==> config.mk <==
export PLATFORM = sky130hd
export DESIGN_NAME = ram_arbiter
export DESIGN_NICKNAME = d
export VERILOG_FILES = /design/src/rtl/ram_arb_pkg.sv /design/src/rtl/rr_pick2.sv /design/src/rtl/ram_arbiter.sv
export SDC_FILE = /design/constraint.sdc
export NUM_CORES = 1
export LEC_CHECK = 0
export BUFFER_PORTS_ARGS = -buffer_cell sky130_fd_sc_hd__buf_2
export CAP_MARGIN = 20
export CORE_AREA = 4 4 92 94
export DETAILED_ROUTE_END_ITERATION = 8
export DIE_AREA = 0 0 96 98
export PLACE_DENSITY = 0.64
export SETUP_SLACK_MARGIN = 0.4
export SLEW_MARGIN = 20
export SYNTH_ARGS = -nofsm -noshare
export SYNTH_HDL_FRONTEND = slang
export SYNTH_SLANG_ARGS = --single-unit
export TNS_END_PERCENT = 5
==> constraint.sdc <==
create_clock -name clk -period 2.7 [get_ports clk]
set_input_delay 0.27 -clock clk [delete_from_list [all_inputs] [get_ports clk]]
set_output_delay 0.27 -clock clk [all_outputs]
set_load 0.02 [all_outputs]
==> src/rtl/ram_arb_pkg.sv <==
// Shared types for the data-RAM arbiter: owner state encoding and port indices.
package ram_arb_pkg;

    typedef enum logic [1:0] {
        FREE  = 2'd0,
        LOCK0 = 2'd1,
        LOCK1 = 2'd2
    } owner_t;

    localparam int PORT0 = 0;
    localparam int PORT1 = 1;

endpackage

==> src/rtl/rr_pick2.sv <==
// Two-way combinational picker: round-robin on last grant, or fixed priority to port 0.
module rr_pick2
    import ram_arb_pkg::*;
(
    input  logic [1:0] i_req,
    input  logic       i_lastGnt,
    input  logic       i_fixed,
    output logic [1:0] o_gnt
);

    // On a tie the port that did not win last time goes next, unless port 0 is pinned.
    always_comb begin
        o_gnt = 2'b00;
        if (i_req == 2'b11) begin
            if (i_fixed || i_lastGnt) begin
                o_gnt[PORT0] = 1'b1;
            end else begin
                o_gnt[PORT1] = 1'b1;
            end
        end else begin
            o_gnt = i_req;
        end
    end

endmodule

==> src/rtl/ram_arbiter.sv <==
// Shares one single-port data RAM between the CPU data port (0) and the sprite engine (1),
// with zero-latency grants, a one-cycle read-valid strobe and per-port lock bursts.
module ram_arbiter
    import ram_arb_pkg::*;
#(
    parameter int DATA_WIDTH     = 32,
    parameter int ADDRESS_WIDTH  = 12,
    parameter int FIXED_PRIORITY = 0
) (
    input  logic                     clk,
    input  logic                     reset,
    input  logic                     req0,
    input  logic                     req1,
    input  logic                     we0,
    input  logic                     we1,
    input  logic [ADDRESS_WIDTH-1:0] addr0,
    input  logic [ADDRESS_WIDTH-1:0] addr1,
    input  logic [DATA_WIDTH-1:0]    wdata0,
    input  logic [DATA_WIDTH-1:0]    wdata1,
    input  logic                     lock0,
    input  logic                     lock1,
    output logic                     gnt0,
    output logic                     gnt1,
    output logic                     rvalid0,
    output logic                     rvalid1,
    output logic [DATA_WIDTH-1:0]    rdata0,
    output logic [DATA_WIDTH-1:0]    rdata1,
    output logic                     ram_wEn,
    output logic [ADDRESS_WIDTH-1:0] ram_addr,
    output logic [DATA_WIDTH-1:0]    ram_dataIn,
    input  logic [DATA_WIDTH-1:0]    ram_dataOut
);

    localparam logic C_FIXED = (FIXED_PRIORITY != 0);

    owner_t     r_state;
    owner_t     w_stateNext;
    logic       r_lastGnt;
    logic       r_rvalid0;
    logic       r_rvalid1;
    logic [1:0] w_reqEff;
    logic [1:0] w_pick;
    logic [1:0] w_gnt;

    // A lock owner hides the other port's request from the picker entirely.
    always_comb begin
        w_reqEff = 2'b00;
        case (r_state)
            FREE:    w_reqEff = {req1, req0};
            LOCK0:   w_reqEff = {1'b0, req0};
            LOCK1:   w_reqEff = {req1, 1'b0};
            default: w_reqEff = 2'b00;
        endcase
    end

    rr_pick2 u_pick (
        .i_req     (w_reqEff),
        .i_lastGnt (r_lastGnt),
        .i_fixed   (C_FIXED),
        .o_gnt     (w_pick)
    );

    assign w_gnt = reset ? 2'b00 : w_pick;
    assign gnt0  = w_gnt[PORT0];
    assign gnt1  = w_gnt[PORT1];

    always_comb begin
        ram_wEn    = 1'b0;
        ram_addr   = '0;
        ram_dataIn = '0;
        if (w_gnt[PORT0]) begin
            ram_wEn    = we0;
            ram_addr   = addr0;
            ram_dataIn = wdata0;
        end else if (w_gnt[PORT1]) begin
            ram_wEn    = we1;
            ram_addr   = addr1;
            ram_dataIn = wdata1;
        end
    end

    // A lock is released by the owner dropping its lock bit, whether or not it was granted.
    always_comb begin
        w_stateNext = r_state;
        case (r_state)
            FREE: begin
                if (w_gnt[PORT0] && lock0) begin
                    w_stateNext = LOCK0;
                end else if (w_gnt[PORT1] && lock1) begin
                    w_stateNext = LOCK1;
                end
            end
            LOCK0:   if (!lock0) w_stateNext = FREE;
            LOCK1:   if (!lock1) w_stateNext = FREE;
            default: w_stateNext = FREE;
        endcase
    end

    always_ff @(posedge clk) begin
        if (reset) begin
            r_state   <= FREE;
            r_lastGnt <= 1'b1;
            r_rvalid0 <= 1'b0;
            r_rvalid1 <= 1'b0;
        end else begin
            r_state <= w_stateNext;
            if (|w_gnt) begin
                r_lastGnt <= w_gnt[PORT1];
            end
            r_rvalid0 <= w_gnt[PORT0] & ~we0;
            r_rvalid1 <= w_gnt[PORT1] & ~we1;
        end
    end

    assign rvalid0 = r_rvalid0;
    assign rvalid1 = r_rvalid1;
    assign rdata0  = ram_dataOut;
    assign rdata1  = ram_dataOut;

endmodule

## Word level (Yosys, flattened, before mapping)

Index checks and enable logic that the tools add are counted.

- Equal/unequal tests: 6
- Muxes and demuxes: 16
- Bitwise logic cells: 4
- Reductions and logical operators: 5

Operators by type and width:

| operator | count |
|---|---|
| 32-bit 2-to-1 mux | 2 |
| 12-bit 2-to-1 mux | 2 |
| 2-bit 2-to-1 mux | 6 |
| 2-bit case mux with 3 select lines | 2 |
| 2-bit == test, second input constant | 2 |
| 1-bit 2-to-1 mux | 4 |
| 2-bit != test, second input constant | 2 |
| 3-bit != test, second input constant | 1 |
| 3-bit AND reduction | 1 |
| 1-bit AND | 2 |
| 2-bit by 1-bit == test with 1-bit output, second input constant | 1 |
| 1-bit logical AND | 2 |
| 2-bit logical NOT | 1 |
| 1-bit NOT | 2 |
| 2-bit OR reduction | 1 |

- Register bits: 5
- Input port bits: 128
- Output and inout bits: 113

## Depth between registers and ports, before layout

Gate-level depths: netlist of run 1.

- Depth after elaboration: 9
- Gate-level depth with buffers: 4

## By module

Synthesis of run 1 repeated with hierarchy kept, for this count alone.

- Cell total of the unflattened synthesis: 143
- Area, all modules: 1194.9 um2

Modules (own cells, without submodules):

| module | times used | cells an instance | area each (um2) | seq. area each (um2) |
|---|---|---|---|---|
| ram_arbiter | 1 | 139 | 1172.4 | 100.1 |
| rr_pick2 | 1 | 4 | 22.5 | 0.0 |

## Worst setup path before layout of run 1

Ideal clock, no wire load.

- Kind: register to output
- Start: register r_state[1]
- End: output ram_addr[10]
- Arrival time: 1.320 ns
- Data required time: 2.430 ns
- Setup slack: 1.110 ns
- Stages on the path, launching flop included: 5
- Path buffers: 1
- Path through: dfxtp_1 > nand2b_1 > nor3_4 > buf_6 > a22o_1

- Elaborated cells on any way between the ends: 9

RTL lines:

| element | RTL line | source |
|---|---|---|
| start: declaration | ram_arbiter.sv:36 | `owner_t r_state;` |
| start signal: assignment | ram_arbiter.sv:106 | `r_state <= w_stateNext;` |
| 2-bit == test, or another cell as far along | ram_arbiter.sv:48 | `case (r_state)` |
| 2-bit case mux with 3 select lines * | ram_arbiter.sv:48 |  |
| 2-bit == test | rr_pick2.sv:14 | `if (i_req == 2'b11) begin` |
| 2-bit 2-to-1 mux * | rr_pick2.sv:14 |  |
| 2-bit 2-to-1 mux * | ram_arbiter.sv:63 | `assign w_gnt = reset ? 2'b00 : w_pick;` |
| named net gnt0 | ram_arbiter.sv:22 | `output logic gnt0,` |
| 12-bit 2-to-1 mux * | ram_arbiter.sv:71 | `if (w_gnt[PORT0]) begin` |
| end: declaration | ram_arbiter.sv:29 | `output logic [ADDRESS_WIDTH-1:0] ram_addr,` |

The timed path passes the listed nets; every way through them passes the cells marked *.

## Final worst setup path of run 1

- Start: register r_state[1]
- End: output ram_addr[6]

- Word-level cells in the longest chain between the ends: 7
- Elaborated cells on any way between the ends: 9

RTL lines:

| element | RTL line | source |
|---|---|---|
| 2-bit == test, or another cell as far along | ram_arbiter.sv:48 |  |
| 2-bit case mux with 3 select lines * | ram_arbiter.sv:48 |  |
| 2-bit == test | rr_pick2.sv:14 |  |
| 2-bit 2-to-1 mux * | rr_pick2.sv:14 |  |
| 2-bit 2-to-1 mux * | ram_arbiter.sv:63 |  |
| 12-bit 2-to-1 mux | ram_arbiter.sv:75 | `end else if (w_gnt[PORT1]) begin` |
| 12-bit 2-to-1 mux * | ram_arbiter.sv:71 |  |

Mark *: on every way between the ends. The rest lies on a longest branch, timed or not.

==> summary.md, run 1 <==
| Metric | Value |
|---|---|
| Setup Buffers After CTS | 0 |
| Syn-to-layout area delta | 27.7% |
| Crit Path Class | flop to primary output |
| Clk sink count | 5 |
| Largest net degree at the start of global routing | 27 |
| CP required | 2.43 ns |
| RSZ-0062 raised after global routing | false |
| Hold_buf cts | 0 |
| Vias in the first global route | roughly 1200 |
| Die Span X | 96 µm |
| Final Skew | 0.00159 ns |
| Synth Register Bits | 5 |
| CP Max Fanout | 26 |
| Core Region | 7650 µm² |
| Nets@finish | 346 |
| Fill cells | roughly 870 |
| PortBufs | 144 |
| Slowest cell on the critical path | dfxtp_1 |
| Cell variety after synth | 16 |
| Mapped cell area | approximately 1200 µm² |
| DIE HEIGHT | slightly below 100 µm |
| Number of cell rows | 32 |
| Area of the multi-input gates | 526 µm² |
| Clk Tree Root Cell | clkbuf_8 |
| Number of max-cap violations | 0 |
| Detailed-route via count | 1254 |
| CP top delay family | buffers and inverters |
| Placer Congestion | 0.678 |
| Initial Util | 0.159 |
| Total iterations of the first detailed-routing run | 4 |
| Crit path cell chain | and3b_4 > nor3_4 > buf_4 > a22o_1 > buf_2 |
| Fin area | 1560 µm² |
| Sequential element share of the synthesized area | 0.0821 |
| Fraction of layout cells with a size suffix above 1 | 0.747 |
| Avg WL per Cell | 12.9 µm |
| Initial antenna violation count | 0 |
| CTS H-tree depth | 1 |
| Arrival time of the worst setup path | 1.63 ns |
| IO Count | 241 |
| Grt ovf | 0 |
| Crit. End Element | primary output |
| Total track usage | 0.0756 |
| Mapped Cells | approximately 140 |
| CP max stage delay | 0.37 ns |
| Avg Inst Size Synth | 8.83 µm² |
| Final-report hold violation count | 0 |
| Max clock buf depth | 2 |
| Achievable Freq | ~0.53 GHz |
| Outcome | completed |
| Period utilization | 0.705 |
| Area of placed instances | approximately 1500 µm² |
| Commonest non-fill, non-tap cell in the layout | buf_2 |
| Die area | 9410 µm² |
| Pleak | 0.000912 µW |
| Clock transition time at the flip-flop clock pins of the worst setup and hold paths | 0.04 ns |
| Crit path time final | roughly 1.9 ns |
| Hold Crit Class | input pin to flop |
| Slew headroom | 0.742 |
| Clock Latency Late Sink | approximately 0.22 ns |
| Post-DRT Antenna Nets | 0 |
| Peak VDD IR | 0.338 mV |
| Final Setup Violations | 0 |
| TNS Setup | 0 ns |
| Dpl hpwl | 3570 µm |
| Routed WL | 4100 µm |
| Reg area | 100 µm² |
| Power per cell area | 325 nW/µm² |
| Crit start category | flop |
| First-pass GRT wire length | 5840 µm |
| ANT cells | 0 |
| Least-Margin Pin Slew | slightly below 0.4 ns |
| Syn nets | 266 |
| DR iter-0 viols | 19 |
| Pins over their slew limit | 0 |
| Most frequent cells in the layout | buf_2, a22o_1, a22o_2, dfxtp_1, buf_4 |
| Drc violations | 0 |
| Worst Path Buf+Inv | 2 |
| PostCTS Resize Cnt | 0 |
| Ys Warns | 0 |
| Vias per Instance | 3.93 |
| CTS tree | done |
| CTS buffer count | 3 |
==> flip-flops by register name, summed over array words and instances, names as in the netlist <==
name and flops:
r_lastGnt 1, r_state 2, rvalid0 1, rvalid1 1
==> cells in the mapped netlist (all sizes together) <==
cell	number	area share
nor3	4	0.035
nor3b	1	0.010
o211ai	2	0.012
nand2b	2	0.016
inv	2	0.0062
and3b	1	0.010
a22o	45	0.33
dfxtp	5	0.082
a211o	1	0.0072
nor4	2	0.010
buf	73	0.48
==> final cells by class <==
cell class | instances | area share
Inverter | 2 | 0.00482
Sequential cell | 5 | 0.0643
Clock buffer | 4 | 0.0289
Tap cell | 102 | 0.0820
Multi-Input combinational cell | 58 | 0.338
Timing Repair Buffer | 148 | 0.482
==> worst register-to-register path: cells and delay by family, from the launching register on <==
family / cells / cell delay, ns
AND/OR/NAND/NOR: 1 / 0.21
AO/OA/AOI/OAI: 1 / 0.31
flip-flops: 1 / 0.33
==> stage by stage <==
| stage | hold slack (ns) | cells | total power (µW) | setup slack [ns] | util |
|---|---|---|---|---|---|
| floorplan | 0.348 | 138 | 392 | 1.11 | - |
| global placement | 0.472 | 315 | 368 | 1.04 | 0.198 |
| detailed placement | 0.467 | 315 | 372 | 0.998 | 0.198 |
| CTS | 0.236 | 319 | 513 | 0.756 | 0.204 |
| global route | 0.250 | 319 | 540 | 0.655 | 0.204 |
| finish | 0.240 | 319 | 506 | 0.797 | 0.204 |
==> cell families (layout without fill, tap and decap cells) <==
logic type,after synthesis,in the layout,synth area share
AO/OA/AOI/OAI,48,48,0.349
flip-flops,5,5,0.0821
buffers and inverters,75,154,0.487
AND/OR/NAND/NOR,10,10,0.0821
==> routing by layer <==
| metal | track usage | vias to the layer above | share of wire |
|---|---|---|---|
| met5 | 0 | - | 0 |
| met4 | 0.0197 | 0 | 0.019 |
| met3 | 0.0270 | 16 | 0.12 |
| met2 | 0.126 | 107 | 0.47 |
| met1 | 0.0910 | 527 | 0.39 |
| li1 | - | 604 | - |
==> power breakdown <==
group          internal (µW)  switching, µW  leakage (µW)
logic                    133            154      0.000848
clock network            101           36.7     0.0000228
registers               78.4           3.32     0.0000411
==> path summary, 6_finish.rpt <==
kind,start,end,slack [ns],cells past startpoint
min,we0,rvalid0,0.24,2
max,r_state[1],ram_addr[6],0.80,5
min reg2reg,r_lastGnt,r_lastGnt,0.55,1
max reg2reg,r_state[1],r_lastGnt,1.73,2
Power figures use the tool's default switching activity.
==> run 2: changes to the inputs <==
--- a/config.mk
+++ b/config.mk
@@ -5,12 +5,13 @@
 export SDC_FILE = /design/constraint.sdc
 export NUM_CORES = 1
 export LEC_CHECK = 0
+export ABC_AREA = 1
 export BUFFER_PORTS_ARGS = -buffer_cell sky130_fd_sc_hd__buf_2
 export CAP_MARGIN = 20
-export CORE_AREA = 4 4 92 94
+export CORE_AREA = 4 4 91 93
 export DETAILED_ROUTE_END_ITERATION = 8
-export DIE_AREA = 0 0 96 98
-export PLACE_DENSITY = 0.64
+export DIE_AREA = 0 0 95 97
+export PLACE_DENSITY = 0.67
 export SETUP_SLACK_MARGIN = 0.4
 export SLEW_MARGIN = 20
 export SYNTH_ARGS = -nofsm -noshare
==> constraint.sdc (replaced) <==
create_clock -name clk -period 1.9 [get_ports clk]
set_input_delay 0.19 -clock clk [delete_from_list [all_inputs] [get_ports clk]]
set_output_delay 0.19 -clock clk [all_outputs]
set_load 0.02 [all_outputs]
==> run 2 against run 1 <==
Clock-buffer cell count stayed put. Synthesized area is 7.0% higher. Die area is 2.1% lower. Clock power is 43% higher. Flip-flop and latch count stayed put. Sequential power is 38% higher. Critical path depth is 5 higher. Global-route usage is 1.9 points higher. Cell area is 35% higher. Wire length is 39% higher. Sequential share of layout area is 1.6 points lower. Core utilization is 7.5 points higher. Largest power group unchanged.
==> summary.md, run 2 <==
| Metric | Value |
|---|---|
| Initial antenna violation count | 0 (unchanged) |
| Final Skew | 0.000915 ns (-0.000679 ns) |
| Number of cell rows | 32 (unchanged) |
| CTS tree | done |
| Switching part of the total | 0.395 (+0.0122) |
| Worst hold path cell count | 2 (unchanged) |
| Grt ovf | 0 (unchanged) |
| Detailed-route via count | 1700 (+36%) |
| CTS buffer count | 3 (unchanged) |
| Commonest non-fill, non-tap cell in the layout | nand2_1 |
| Worst R2R Start | r_state[1] |
| Largest Register | r_state |
| Post-DRT Antenna Nets | 0 (unchanged) |
| RSZ-0062 raised after global routing | true |
| Routed WL | 5700 µm (+39%) |
| Placer Congestion | 0.749 (+11%) |
| Largest net degree at the start of global routing | 27 (unchanged) |
| Mapped Cells | 242 (+75%) |
| Slew headroom | 0.870 (+0.128) |
| Clk Tree Root Cell | clkbuf_8 |
| Switching power | 336 µW (+74%) |
| Fill cells | 872 (+0.69%) |
| Arrival time of the worst setup path | 1.47 ns (-0.16 ns) |
| Clock Power Share | 0.233 (-0.040) |
| Initial Util | 0.173 (+0.0138) |
| Main area contributors after synthesis | nand2_1, buf_4, dfxtp_1 |
| Fraction of layout cells with a size suffix above 1 | 0.570 (-0.177) |
| Synth Register Bits | 5 (unchanged) |
| Power, Total | 851 µW (+68%) |
| Pint | 515 µW (+65%) |
| Mapped cell area | 1300 µm² (+7.0%) |
| Total iterations of the first detailed-routing run | 4 (unchanged) |
| CP Max Fanout | 8 (-69%) |
| Ys Warns | 0 (unchanged) |
| Max reg flops | 2 (unchanged) |
| Crit start category | flop |
| R2R setup slack | 0.58 ns (-1.15 ns) |
| Most frequent cells in the layout | nand2_1, buf_2, buf_4, buf_6, nand2_2 |
| Crit Path Class | flop to primary output |
| Crit path time final | around 1.7 ns |
| Syn-to-layout area delta | 60.8% |
| Final-report hold violation count | 0 (unchanged) |
| Async SR Flop Fraction | 0 (unchanged) |
| R2r worst-path depth | 10 (+8) |
| TNS Setup | 0 ns (unchanged) |
| End of the worst register-to-register path | r_state[0] |
| IO Count | 241 (unchanged) |
| Clock transition time at the flip-flop clock pins of the worst setup and hold paths | 0.03 ns (about the same) |
| Pleak | 0.00127 µW (+39%) |
| Nets@finish | 459 (+33%) |
| Register share of total power | 0.133 (-0.028) |
| Vias per Instance | 3.94 (+0.11%) |
| Total track usage | 0.0941 (+0.0185) |
| DIE HEIGHT | 97 µm (-1.0%) |
| Dpl hpwl | 3990 µm (+12%) |
| Period utilization | 0.874 |
| ANT cells | 0 (unchanged) |
| Final Setup Violations | 0 (unchanged) |
| Outcome | completed |
| Sequential element share of the synthesized area | 0.0768 (-0.00536) |
| Cell variety after synth | 15 (-1) |
| Drc violations | 0 (unchanged) |
| Clock Latency Late Sink | 0.22 ns (about the same) |
| Hold EP | rvalid1 |
| Avg Inst Size Synth | 5.39 µm² (-39%) |
| Combinational power share | 0.634 (+0.068) |
| Crit. End Element | primary output |
| Hold Crit Class | input pin to flop |
| Die area | 9220 µm² (-2.1%) |
| Avg WL per Cell | 13.2 µm (+2.5%) |
| Largest area contributor in the netlist | nand2_1 |
| Area of the multi-input gates | 684 µm² (+30%) |
| Pins over their slew limit | 0 (unchanged) |
| Top-count cell post-synth | nand2_1 |
| CTS H-tree depth | 1 (unchanged) |
| PortBufs | 144 (unchanged) |
| Reg area | 101 µm² (+1.2%) |
| Core Region | 7530 µm² (-1.6%) |
| Hold wc startpoint | we1 |
| Die Span X | 95 µm (-1.0%) |
| Achievable Freq | between 0.6 and 0.7 GHz |
| Vias in the first global route | 1560 (+26%) |
| Most common flop cell mapped by yosys | dfxtp_1 |
| Synth top area share | 0.409 (+0.0146) |
| Peak VDD IR | 0.480 mV (+42%) |
| Post-synth top cells | nand2_1, buf_4, dfxtp_1 |
| Number of synthesized flops with an enable pin | 0 (unchanged) |
| Syn nets | 370 (+39%) |
| DR iter-0 viols | 35 (+16) |
| First-pass GRT wire length | 7060 µm (+21%) |
| Clk sink count | 5 (unchanged) |
| Least-Margin Pin Slew | 0.195 ns (-0.191 ns) |
| Number of max-cap violations | 0 (unchanged) |
| CP required | 1.71 ns (-0.72 ns) |
| Power per cell area | 406 nW/µm² (+25%) |
| Max clock buf depth | 2 (unchanged) |
==> run 2: cell count changes in the layout (fill, tap and decap cells not counted), sizes merged, moves of 2 or more <==
cell and change:
buf +6, inv +4, nor2 +4, nor4 -2
clkbuf +4, nand2b -2, nor3 -2, nand2 +143
a21oi +2, a22o -45, nand3 +5
==> run 2: what timing repair did <==
action,4_1_cts,5_1_grt
resized for setup,8,77
endpoints found under the setup margin,47,47
gates cloned,0,6
setup buffers,0,4
pin swaps,0,8
hold buffers,0,0
==> run 2: worst max-delay path, cell delays in order (launching register included) <==
cell and delay (ns):
dfxtp_1 0.31, inv_2 0.06, nand2_2 0.06, inv_2 0.08, nand2_4 0.06, nor2_4 0.13, buf_12 0.16, buf_12 0.13
nand2_1 0.06, nand2_1 0.05, buf_2 0.15
==> run 2: worst max path at each step <==
| stage | start | end | cells past startpoint |
|---|---|---|---|
| 2_1_floorplan | r_state[1] | ram_addr[0] | 9 |
| 3_5_place_dp | reset | ram_dataIn[26] | 8 |
| 5_1_grt | r_state[1] | ram_addr[11] | 10 |
| 6_report | r_state[1] | ram_dataIn[5] | 10 |
| 3_3_place_gp | reset | ram_dataIn[26] | 8 |
| 4_1_cts | r_state[0] | ram_dataIn[10] | 7 |
==> run 2: area by class of cell <==
class | count | share of cell area
Inverter | 6 | 0.0119
Timing Repair Buffer | 158 | 0.531
Sequential cell | 5 | 0.0483
Tap cell | 102 | 0.0609
Multi-Input combinational cell | 157 | 0.326
Clock buffer | 4 | 0.0215
==> run 2: routing by layer <==
layer | global-route usage | up-vias | wire [µm]
met4 | 0.0366 | 0 | 150
li1 | - | 839 | -
met5 | 0 | - | 0
met3 | 0.0187 | 30 | 475
met1 | 0.0966 | 741 | 2000
met2 | 0.181 | 90 | 3070
==> run 2: metrics by stage <==
step	hold WS [ns]	util	worst slack [ns]	instances	area, µm²
after global routing	0.165	0.279	0.140	432	2100
after floorplan	0.259	-	0.617	242	1300
after CTS	0.145	0.227	0.229	422	1710
final	0.151	0.279	0.240	432	2100
after global placement	0.380	0.217	0.427	418	1630
after detailed placement	0.374	0.217	0.379	418	1630
==> run 2: power groups by stage <==
stage	clock, µW	combinational (µW)	sequential, µW
after floorplan	0	411	116
after global routing	210	584	114
after CTS	201	416	113
final	198	540	113
after global placement	0	396	114
after detailed placement	0	404	114
==> run 2: cells by family (layout without fill, tap and decap cells) <==
kind of cell	after synthesis	count (layout)	synth area share
buffers and inverters	80	168	0.448
DFF	5	5	0.0768
and+or+nand+nor	154	154	0.462
AOI/OAI and AO/OA	3	3	0.0134
==> run 3: changes to the inputs <==
--- a/config.mk
+++ b/config.mk
@@ -8,10 +8,10 @@
 export ABC_AREA = 1
 export BUFFER_PORTS_ARGS = -buffer_cell sky130_fd_sc_hd__buf_2
 export CAP_MARGIN = 20
-export CORE_AREA = 4 4 91 93
+export CORE_AREA = 4 4 90 92
 export DETAILED_ROUTE_END_ITERATION = 8
-export DIE_AREA = 0 0 95 97
-export PLACE_DENSITY = 0.67
+export DIE_AREA = 0 0 94 96
+export PLACE_DENSITY = 0.68
 export SETUP_SLACK_MARGIN = 0.4
 export SLEW_MARGIN = 20
 export SYNTH_ARGS = -nofsm -noshare
==> constraint.sdc (replaced) <==
create_clock -name clk -period 2.1 [get_ports clk]
set_input_delay 0.21 -clock clk [delete_from_list [all_inputs] [get_ports clk]]
set_output_delay 0.21 -clock clk [all_outputs]
set_load 0.02 [all_outputs]
==> run 3 against run 2 <==
Flip-flop and latch count is the same. Critical path depth is 1 lower. Sequential share of layout area is 1.0 points higher. Cell area down 19%. Wire length decreased by 25%. Non-clock buffer count decreased by 10. Largest power group unchanged. Clock skew shrank 0.00054 ns. Core utilization fell by 4.2 points. Setup slack better by 0.16 ns. Sequential power is 9.7% lower. Via count shrank 7.9%. Critical endpoint is now ram_dataIn[0].
==> summary.md, run 3 (same netlist as run 2, synthesis figures left out) <==
| Metric | Value |
|---|---|
| Peak VDD IR | 0.288 mV (-40%) |
| Final Setup Violations | 0 (unchanged) |
| Fill cells | 828 (-5.0%) |
| IO Count | 241 (unchanged) |
| DR iter-0 viols | 34 (-2.9%) |
| Max clock buf depth | 2 (unchanged) |
| Fraction of layout cells with a size suffix above 1 | 0.503 (-0.0666) |
| Power per cell area | 378 nW/µm² (-6.9%) |
| Crit Path Class | flop to primary output |
| Clock Latency Late Sink | 0.22 ns (about the same) |
| Final-report hold violation count | 0 (unchanged) |
| Post-DRT Antenna Nets | 0 (unchanged) |
| Least-Margin Pin Slew | 0.174 ns (-0.0212 ns) |
| Crit. End Element | primary output |
| DIE HEIGHT | 96 µm (-1.0%) |
| Clk Tree Root Cell | clkbuf_8 |
| Hold Crit Class | input pin to flop |
| Initial Util | 0.181 (+0.00751) |
| Final Skew | 0.000376 ns (-0.000538 ns) |
| Total track usage | 0.0841 (-0.0100) |
| Slew headroom | 0.884 (+0.0146) |
| Period utilization | 0.811 |
| Pleak | 0.00116 µW (-8.6%) |
| Reg area | 100 µm² (-1.2%) |
| Grt ovf | 0 (unchanged) |
| Pins over their slew limit | 0 (unchanged) |
| Nets@finish | 449 (-2.2%) |
| Achievable Freq | 0.587 GHz |
| Arrival time of the worst setup path | 1.49 ns (+0.02 ns) |
| CP Max Fanout | 23 (+15) |
| CTS buffer count | 3 (unchanged) |
| Routed WL | 4280 µm (-25%) |
| Dpl hpwl | 3680 µm (-7.7%) |
| Most frequent cells in the layout | buf_2, nand2_1, dfxtp_1, inv_2 |
| CTS H-tree depth | 1 (unchanged) |
| Placer Congestion | 0.692 (-7.7%) |
| Number of max-cap violations | 0 (unchanged) |
| RSZ-0062 raised after global routing | true |
| Syn-to-layout area delta | 30.7% |
| Area of the multi-input gates | 634 µm² (-7.3%) |
| Commonest non-fill, non-tap cell in the layout | buf_2 |
| Crit path time final | 1.70 ns |
| Drc violations | 0 (unchanged) |
| CP required | 1.89 ns (+0.18 ns) |
| Largest Register | r_state |
| Number of cell rows | 31 (-3.1%) |
| PortBufs | 144 (unchanged) |
| Setup Buffers After CTS | 0 (unchanged) |
| Largest net degree at the start of global routing | 25 (-7.4%) |
| ANT cells | 0 (unchanged) |
| Core Region | 7210 µm² (-4.2%) |
| Avg WL per Cell | 10.2 µm (-23%) |
| First-pass GRT wire length | 6310 µm (-11%) |
| Crit start category | flop |
| Clock transition time at the flip-flop clock pins of the worst setup and hold paths | 0.03 ns (about the same) |
| Total iterations of the first detailed-routing run | 4 (unchanged) |
| Initial antenna violation count | 0 (unchanged) |
| Hold_buf cts | 0 (unchanged) |
| Vias per Instance | 3.74 (-5.0%) |
| Max reg flops | 2 (unchanged) |
| Die area | 9020 µm² (-2.1%) |
| Place WS | 0.608 ns (+0.229 ns) |
| Detailed-route via count | 1566 (-7.9%) |
| TNS Setup | 0 ns (unchanged) |
| CTS tree | done |
| Outcome | completed |
| Vias in the first global route | 1502 (-3.7%) |
| Clk sink count | 5 (unchanged) |
| Die Span X | 94 µm (-1.1%) |
| Setup WS post-layout | 0.397 ns (+0.157 ns) |
-- run 3: changes by cell type in the layout (fill, tap and decap cells not counted), moves of 4 or more --
cell,delta
buf_4,-27
buf_2,+38
clkbuf_16,-4
nand2_1,+15
buf_6,-14
nand2_2,-14
buf_12,-4
-- run 3: report_power, final --
| group | switching [µW] | internal, µW |
|---|---|---|
| clock network | 45.5 | 130 |
| registers | 1.66 | 100 |
| logic | 216 | 151 |
-- run 3: path summary, 6_finish.rpt --
| kind | from | depth (start not counted) | end | slack [ns] |
|---|---|---|---|---|
| max | r_state[1] | 9 | ram_dataIn[0] | 0.40 |
| min | we1 | 2 | rvalid1 | 0.17 |
| max reg2reg | r_state[1] | 8 | r_state[0] | 0.88 |
| min reg2reg | r_state[0] | 2 | r_state[0] | 0.49 |
-- run 3: worst max-delay path, cell delays in order (launching register included) --
cell	delay (ns)
dfxtp_1	0.31
inv_2	0.08
nand2_2	0.07
inv_2	0.06
nand2_1	0.10
nor2_4	0.15
buf_8	0.19
nand2_1	0.07
nand2_1	0.07
buf_2	0.16
-- run 3: timing repair --
item / 4_1_cts / 5_1_grt
pin swaps: 0 / 0
endpoints found under the setup margin: 25 / 46
gates resized for setup: 0 / 8
-- run 3: area by class of cell --
class                      count  share of cell area
clock buffer                   4              0.0264
inverter                       6              0.0132
multi-input combinational    157               0.372
sequential                     5              0.0587
tap                           99              0.0727
timing repair buffer         148               0.457
-- run 3: per-layer routing --
layer  part of all wire  wire length (µm)  track usage
met1               0.37              1580       0.0868
met2               0.51              2180        0.159
met3              0.095               404       0.0180
met4              0.025               108       0.0433
met5                  0                 0            0
-- run 3: per-stage QoR --
stage / total power, µW / util / hold slack [ns] / cells / area, µm²
finish: 644 / 0.236 / 0.167 / 419 / 1700
global route: 698 / 0.236 / 0.171 / 419 / 1700
CTS: 646 / 0.232 / 0.163 / 419 / 1670
detailed placement: 464 / 0.226 / 0.396 / 415 / 1630
global placement: 458 / 0.226 / 0.409 / 415 / 1630
floorplan: 477 / - / 0.279 / 242 / 1300
